File: src/rtl/crossbar_4x4_rr_scheduler.sv
// crossbar_4x4_rr_scheduler
//   Scheduler for a 4x4 crossbar. Each output owns a small IDLE/LOCKED FSM
//   with a round-robin pointer. An output locks to one input for a whole
//   packet and drives that input's ready line and the crossbar source select.
//   Optional build macro CROSSBAR_SCHED_STATS_EN adds saturating per-output
//   grant counters on the grant_cnt port.
//   Only NUM_PORTS = 4 is supported (2-bit selects).

module crossbar_4x4_rr_scheduler #(
  parameter int NUM_PORTS    = 4,
  parameter int LOCK_TIMEOUT = 0,
  parameter int CNT_W        = 8
) (
  input  logic                     clk,
  input  logic                     rst,
  input  logic [NUM_PORTS-1:0]     in_valid,
  input  logic [2*NUM_PORTS-1:0]   in_dest,
  input  logic [NUM_PORTS-1:0]     in_last,
  output logic [NUM_PORTS-1:0]     in_ready,
  output logic [2*NUM_PORTS-1:0]   out_sel,
  output logic [NUM_PORTS-1:0]     out_en,
  output logic [NUM_PORTS-1:0]     out_valid
`ifdef CROSSBAR_SCHED_STATS_EN
  ,
  output logic [NUM_PORTS*CNT_W-1:0] grant_cnt
`endif
);

  localparam int SEL_W = 2;

  // Per-output FSM encoding.
  localparam logic ST_IDLE   = 1'b0;
  localparam logic ST_LOCKED = 1'b1;

  // Idle-cycle counter sized to hold LOCK_TIMEOUT-1.
  localparam int TMO_W = (LOCK_TIMEOUT > 1) ? $clog2(LOCK_TIMEOUT) : 1;
  localparam logic [TMO_W-1:0] TMO_MAX = TMO_W'((LOCK_TIMEOUT > 0) ? LOCK_TIMEOUT - 1 : 0);

  // Per-output state.
  logic [NUM_PORTS-1:0] r_state;
  logic [SEL_W-1:0]     r_owner [NUM_PORTS];
  logic [SEL_W-1:0]     r_ptr   [NUM_PORTS];
  logic [TMO_W-1:0]     r_tmo   [NUM_PORTS];

  // Combinational helpers.
  logic [NUM_PORTS-1:0] w_busy;
  logic [NUM_PORTS-1:0] w_cand [NUM_PORTS];
  logic [NUM_PORTS-1:0] w_found;
  logic [SEL_W-1:0]     w_win  [NUM_PORTS];
  logic [SEL_W-1:0]     w_scan;
  logic [NUM_PORTS-1:0] w_xfer;
  logic [NUM_PORTS-1:0] w_done;
  logic [NUM_PORTS-1:0] w_tmo_hit;

  // Mark inputs that currently own an output; they get ready and are barred
  // from competing for any other output.
  always_comb begin
    // NOTE: every combinational output gets a default before any conditional
    // write, otherwise the tool infers a latch to hold the old value.
    w_busy = '0;
    for (int j = 0; j < NUM_PORTS; j++) begin
      if (r_state[j] == ST_LOCKED) w_busy[r_owner[j]] = 1'b1;
    end
  end

  // Build each output's candidate set from live requests of free inputs.
  always_comb begin
    for (int j = 0; j < NUM_PORTS; j++) begin
      w_cand[j] = '0;
      for (int i = 0; i < NUM_PORTS; i++) begin
        w_cand[j][i] = in_valid[i] && !w_busy[i] &&
                       (in_dest[SEL_W*i +: SEL_W] == SEL_W'(j));
      end
    end
  end

  // Round-robin pick: first candidate scanning ptr, ptr+1, ... modulo 4.
  always_comb begin
    w_scan = '0;
    for (int j = 0; j < NUM_PORTS; j++) begin
      w_found[j] = 1'b0;
      w_win[j]   = r_ptr[j];
      for (int k = 0; k < NUM_PORTS; k++) begin
        w_scan = r_ptr[j] + SEL_W'(k);
        if (!w_found[j] && w_cand[j][w_scan]) begin
          w_found[j] = 1'b1;
          w_win[j]   = w_scan;
        end
      end
    end
  end

  // Transfer, end-of-packet and idle-timeout conditions of locked outputs.
  always_comb begin
    w_xfer    = '0;
    w_done    = '0;
    w_tmo_hit = '0;
    for (int j = 0; j < NUM_PORTS; j++) begin
      w_xfer[j]    = (r_state[j] == ST_LOCKED) && in_valid[r_owner[j]];
      w_done[j]    = w_xfer[j] && in_last[r_owner[j]];
      w_tmo_hit[j] = (LOCK_TIMEOUT > 0) && (r_state[j] == ST_LOCKED) &&
                     !w_xfer[j] && (r_tmo[j] == TMO_MAX);
    end
  end

  // Per-output FSM: grant on IDLE, release on last beat or idle timeout.
  always_ff @(posedge clk) begin
    if (rst) begin
      for (int j = 0; j < NUM_PORTS; j++) begin
        // NOTE: sequential state is written with <= so every flop samples the
        // pre-edge values of the others, independent of statement order.
        r_state[j] <= ST_IDLE;
        r_owner[j] <= '0;
        r_ptr[j]   <= '0;
        r_tmo[j]   <= '0;
      end
    end else begin
      for (int j = 0; j < NUM_PORTS; j++) begin
        if (r_state[j] == ST_IDLE) begin
          if (w_found[j]) begin
            r_state[j] <= ST_LOCKED;
            r_owner[j] <= w_win[j];
            r_ptr[j]   <= w_win[j] + SEL_W'(1);
            r_tmo[j]   <= '0;
          end
        end else if (w_done[j]) begin
          // Owner is kept so the crossbar select holds its last value.
          r_state[j] <= ST_IDLE;
          r_tmo[j]   <= '0;
        end else if (w_xfer[j]) begin
          r_tmo[j] <= '0;
        end else if (LOCK_TIMEOUT > 0) begin
          // Forced release leaves the round-robin pointer where it was.
          if (w_tmo_hit[j]) begin
            r_state[j] <= ST_IDLE;
            r_tmo[j]   <= '0;
          end else begin
            r_tmo[j] <= r_tmo[j] + TMO_W'(1);
          end
        end
      end
    end
  end

  // Drive handshake and crossbar controls from the registered lock state.
  always_comb begin
    out_sel = '0;
    out_en  = '0;
    for (int j = 0; j < NUM_PORTS; j++) begin
      out_sel[SEL_W*j +: SEL_W] = r_owner[j];
      out_en[j]                 = (r_state[j] == ST_LOCKED);
    end
  end

  assign in_ready  = w_busy;
  assign out_valid = w_xfer;

`ifdef CROSSBAR_SCHED_STATS_EN
  logic [CNT_W-1:0] r_cnt [NUM_PORTS];

  // Count IDLE->LOCKED transitions per output, saturating at all-ones.
  always_ff @(posedge clk) begin
    if (rst) begin
      for (int j = 0; j < NUM_PORTS; j++) r_cnt[j] <= '0;
    end else begin
      for (int j = 0; j < NUM_PORTS; j++) begin
        if ((r_state[j] == ST_IDLE) && w_found[j] && (r_cnt[j] != '1)) begin
          r_cnt[j] <= r_cnt[j] + CNT_W'(1);
        end
      end
    end
  end

  // Pack the counters onto the flat statistics port.
  always_comb begin
    grant_cnt = '0;
    for (int j = 0; j < NUM_PORTS; j++) grant_cnt[CNT_W*j +: CNT_W] = r_cnt[j];
  end
`endif

endmodule

File: config.mk
export PLATFORM = sky130hd
export DESIGN_NAME = crossbar_4x4_rr_scheduler
export DESIGN_NICKNAME = d
export VERILOG_FILES = /design/src/rtl/crossbar_4x4_rr_scheduler.sv
export SDC_FILE = /design/constraint.sdc
export NUM_CORES = 1
export LEC_CHECK = 0
export BUFFER_PORTS_ARGS = -buffer_cell sky130_fd_sc_hd__buf_2
export CAP_MARGIN = 20
export CORE_MARGIN = 4
export CORE_UTILIZATION = 55
export DETAILED_ROUTE_END_ITERATION = 10
export PLACE_DENSITY = 0.91
export SLEW_MARGIN = 20
export SYNTH_ARGS = -nofsm -noshare
export SYNTH_HDL_FRONTEND = slang
export SYNTH_SLANG_ARGS = --single-unit
File: constraint.sdc
create_clock -name clk -period 3 [get_ports clk]
set_clock_uncertainty 0.15 [all_clocks]
set_input_delay 0.3 -clock clk [delete_from_list [all_inputs] [get_ports clk]]
set_output_delay 0.3 -clock clk [all_outputs]
set_load 0.03 [all_outputs]
==> flow_metrics.py <==
metrics = {
    "hold_path": {
        "hp-class": "input pin to flop",
    },
    "die": {
        "rows": 21,
        "die_x_um": 66.6,
        "start_util_pct": 56.5,
        "core_area_mm2": 0.00334,
        "die_y_um": 66.6,
        "die-area_mm2": 0.00443,
        "io_pins": 38,
    },
    "synthesis": {
        "syn_area_mm2": 0.00189,
        "synth_nets": 205,
        "postSynthAreaPerCell_um2": 10.1,
        "synth_top_area_share_pct": 25.5,
        "yosys_most_used_dff": "edfxtp_1",
        "synth_warnings": 0,
        "yosys-top-cells-count": "edfxtp_1, nor2_1",
        "synthDistinctLibCells": 64,
        "yosysTopAreaCell": "edfxtp_1",
        "synth_edf_count": 16,
        "synth_seq_cells": 20,
        "syn_inst": 187,
        "async_flop_share_pct": 0,
        "seq_area_frac_synth_pct": 29.7,
        "netlist_top_cells_area": "edfxtp_1, mux4_1, mux4_2",
    },
    "clock_tree": {
        "htreeDepth": 1,
        "postCtsSetupRepairBufs": 0,
        "clock_path_buffers": 2,
        "numCtsBuffers": 3,
        "cts_resized": 0,
        "path_clk_slew_ps": 110,
        "clockRootBuffer": "clkbuf_4",
        "cts_sinks": 20,
        "cts_hold_buf": 0,
        "clock_latency_ps": 310,
        "cts_tree": "built",
    },
    "power_and_ir_drop": {
        "p_total_mw": 1.04,
        "power_switching_uw": 442,
        "power.density_mw_per_mm2": 480,
        "combPwrFrac_pct": 45.9,
        "intPower_uw": 594,
        "power_frac_clock_pct": 12.8,
        "ir_drop_mv": 0.183,
        "p_sw_share_pct": 42.7,
        "power_frac_seq_pct": 41.3,
        "power_leakage_nw": 0.838,
    },
    "timing": {
        "rsz0062_at_grt": "no",
        "clock.fmax_mhz": 365,
        "min_period_ps": 2740,
        "tns_ps": 0,
        "hold_viol_final": 0,
        "setup_violations": 0,
        "min_period_over_period_pct": 91.3,
        "relSlewSlack_pct": 67.5,
        "drv_slew": 0,
        "tightestPinTransition_ps": 485,
    },
    "cells_and_area": {
        "syn_to_final_growth_pct": 14.3,
        "diodes": 0,
        "nets": 247,
        "layout-drive-gt1-share_pct": 32.6,
        "utilization_pct": 64.6,
        "stdcell_area_mm2": 0.00216,
        "fin_cells": 273,
    },
    "routing": {
        "routed_wl_um": 4830,
        "num_vias": 1777,
        "drt_pass1_iterations": 4,
        "drc": 0,
        "viasPerCell": 6.51,
        "antenna_left": 0,
        "drtIter0Drc": 193,
        "wl_per_cell_um": 17.7,
    },
    "global_routing": {
        "grtUsageTotal_pct": 23.4,
        "antenna_found_initial": 0,
        "grt-ovfl-total": 0,
        "grt_max_degree": 14,
        "grt_first_pass_wirelength_um": 7890,
        "grt_pass1_vias": 1655,
    },
    "place": {
        "port_buffers": 37,
        "place_area_mm2": 0.00213,
        "gp_congestion": 0.868,
        "placedCellCount": 270,
        "hpwl_um": 3830,
    },
    "worst_setup_path": {
        "crit_path_start_kind": "flop",
        "worst-setup-path-type": "flop to flop",
        "endpoint_kind": "flop",
        "critPathArrivalTime_ps": 2660,
        "crit_fanout": 8,
        "cp.required_ps": 2920,
    },
    "outcome": {
        "status": "finished clean",
    },
    "flow_run": {
        "cap_viol_max_count": 0,
    },
}
-- area by class of cell --
| cell class | instances | area, um2 |
|---|---|---|
| repair buffers | 39 | 200 |
| clock buffers | 3 | 22.5 |
| inverters | 9 | 33.8 |
| multi-input cells | 156 | 1280 |
| fillers | 261 | 1180 |
| well taps | 46 | 57.6 |
| flip-flops and latches | 20 | 561 |
-- stage by stage --
stage | hold WS [ps] | setup WS [ps]
2_1_floorplan | 462 | 184
3_3_place_gp | 412 | 385
3_5_place_dp | 427 | 281
4_1_cts | 184 | 277
5_1_grt | 207 | 110
6_report | 197 | 261
-- final timing paths --
path                               startpoint                        end  slack (ps)  depth (start not counted)
hold reg to reg          out_en[3]$_SDFF_PP0_       out_en[3]$_SDFF_PP0_         440                          2
setup / recovery  r_owner[0][0]$_SDFFCE_PN0P_  r_ptr[0][1]$_SDFFCE_PN0P_         260                          7
hold / removal                            rst       out_en[0]$_SDFF_PP0_         200                          2
setup reg to reg  r_owner[0][0]$_SDFFCE_PN0P_  r_ptr[0][1]$_SDFFCE_PN0P_         260                          7
-- metal layers --
| layer | part of all wire, % | routed length (um) | up-vias | track usage [%] |
|---|---|---|---|---|
| met5 | 0 | 0 | - | 0 |
| met3 | 6.0 | 290 | 13 | 3.04 |
| li1 | - | - | 829 | - |
| met4 | 2.9 | 140 | 0 | 9.39 |
| met2 | 50 | 2400 | 71 | 40.6 |
| met1 | 41 | 2000 | 864 | 29.2 |
-- sequential cells by signal, indices dropped and copies added, names as in the netlist --
register  count
r_owner       8
r_ptr         8
out_en        4
-- logic make-up (layout without fill, tap and decap cells) --
group           Yosys count  after routing  synth area share [%]
buf+inv                  11             51                  2.39
xor+xnor                  1              1                 0.464
compound gates           42             42                  19.3
flops                    20             20                  29.7
simple gates            102            102                  35.6
mux                      11             11                  12.5
-- critical path: stages, from the launching register on --
cell and delay [ps]:
edfxtp_1 560, nand3_1 190, nand4_2 250, or4b_1 550, a2bb2oi_1 200, o22ai_2 110, nor2_1 170, mux2_4 310
-- power by group through the flow --
stage / Clock [mW] / Combinational, mW / Sequential [mW]
final: 0.133 / 0.475 / 0.428
after global routing: 0.147 / 0.514 / 0.435
after CTS: 0.132 / 0.473 / 0.425
after detailed placement: 0 / 0.470 / 0.431
after global placement: 0 / 0.459 / 0.427
after floorplan: 0 / 0.316 / 0.454
-- placed cells by master (no fill, tap or decap), types with 3 or more instances in the layout --
master    netlist  layout
o21bai_1        4       4
nand3b_1        8       8
a21oi_1         7       7
nor3_1          9       9
nand2_1         9       9
nand2b_1        3       3
nor2b_1         6       6
mux4_1          4       4
edfxtp_1       16      16
mux4_2          4       4
nor2_1         16      16
or3_1           3       3
nor3b_1         3       3
buf_2           0      37
dfxtp_1         4       4
inv_1           9       9
o21ai_0         3       3
or2_2           4       4
a221oi_1        3       3
nor4_2          3       3
clkbuf_4        0       3
nand3_1         9       9
and2_1          7       7
(Power assumes the default switching activity.)
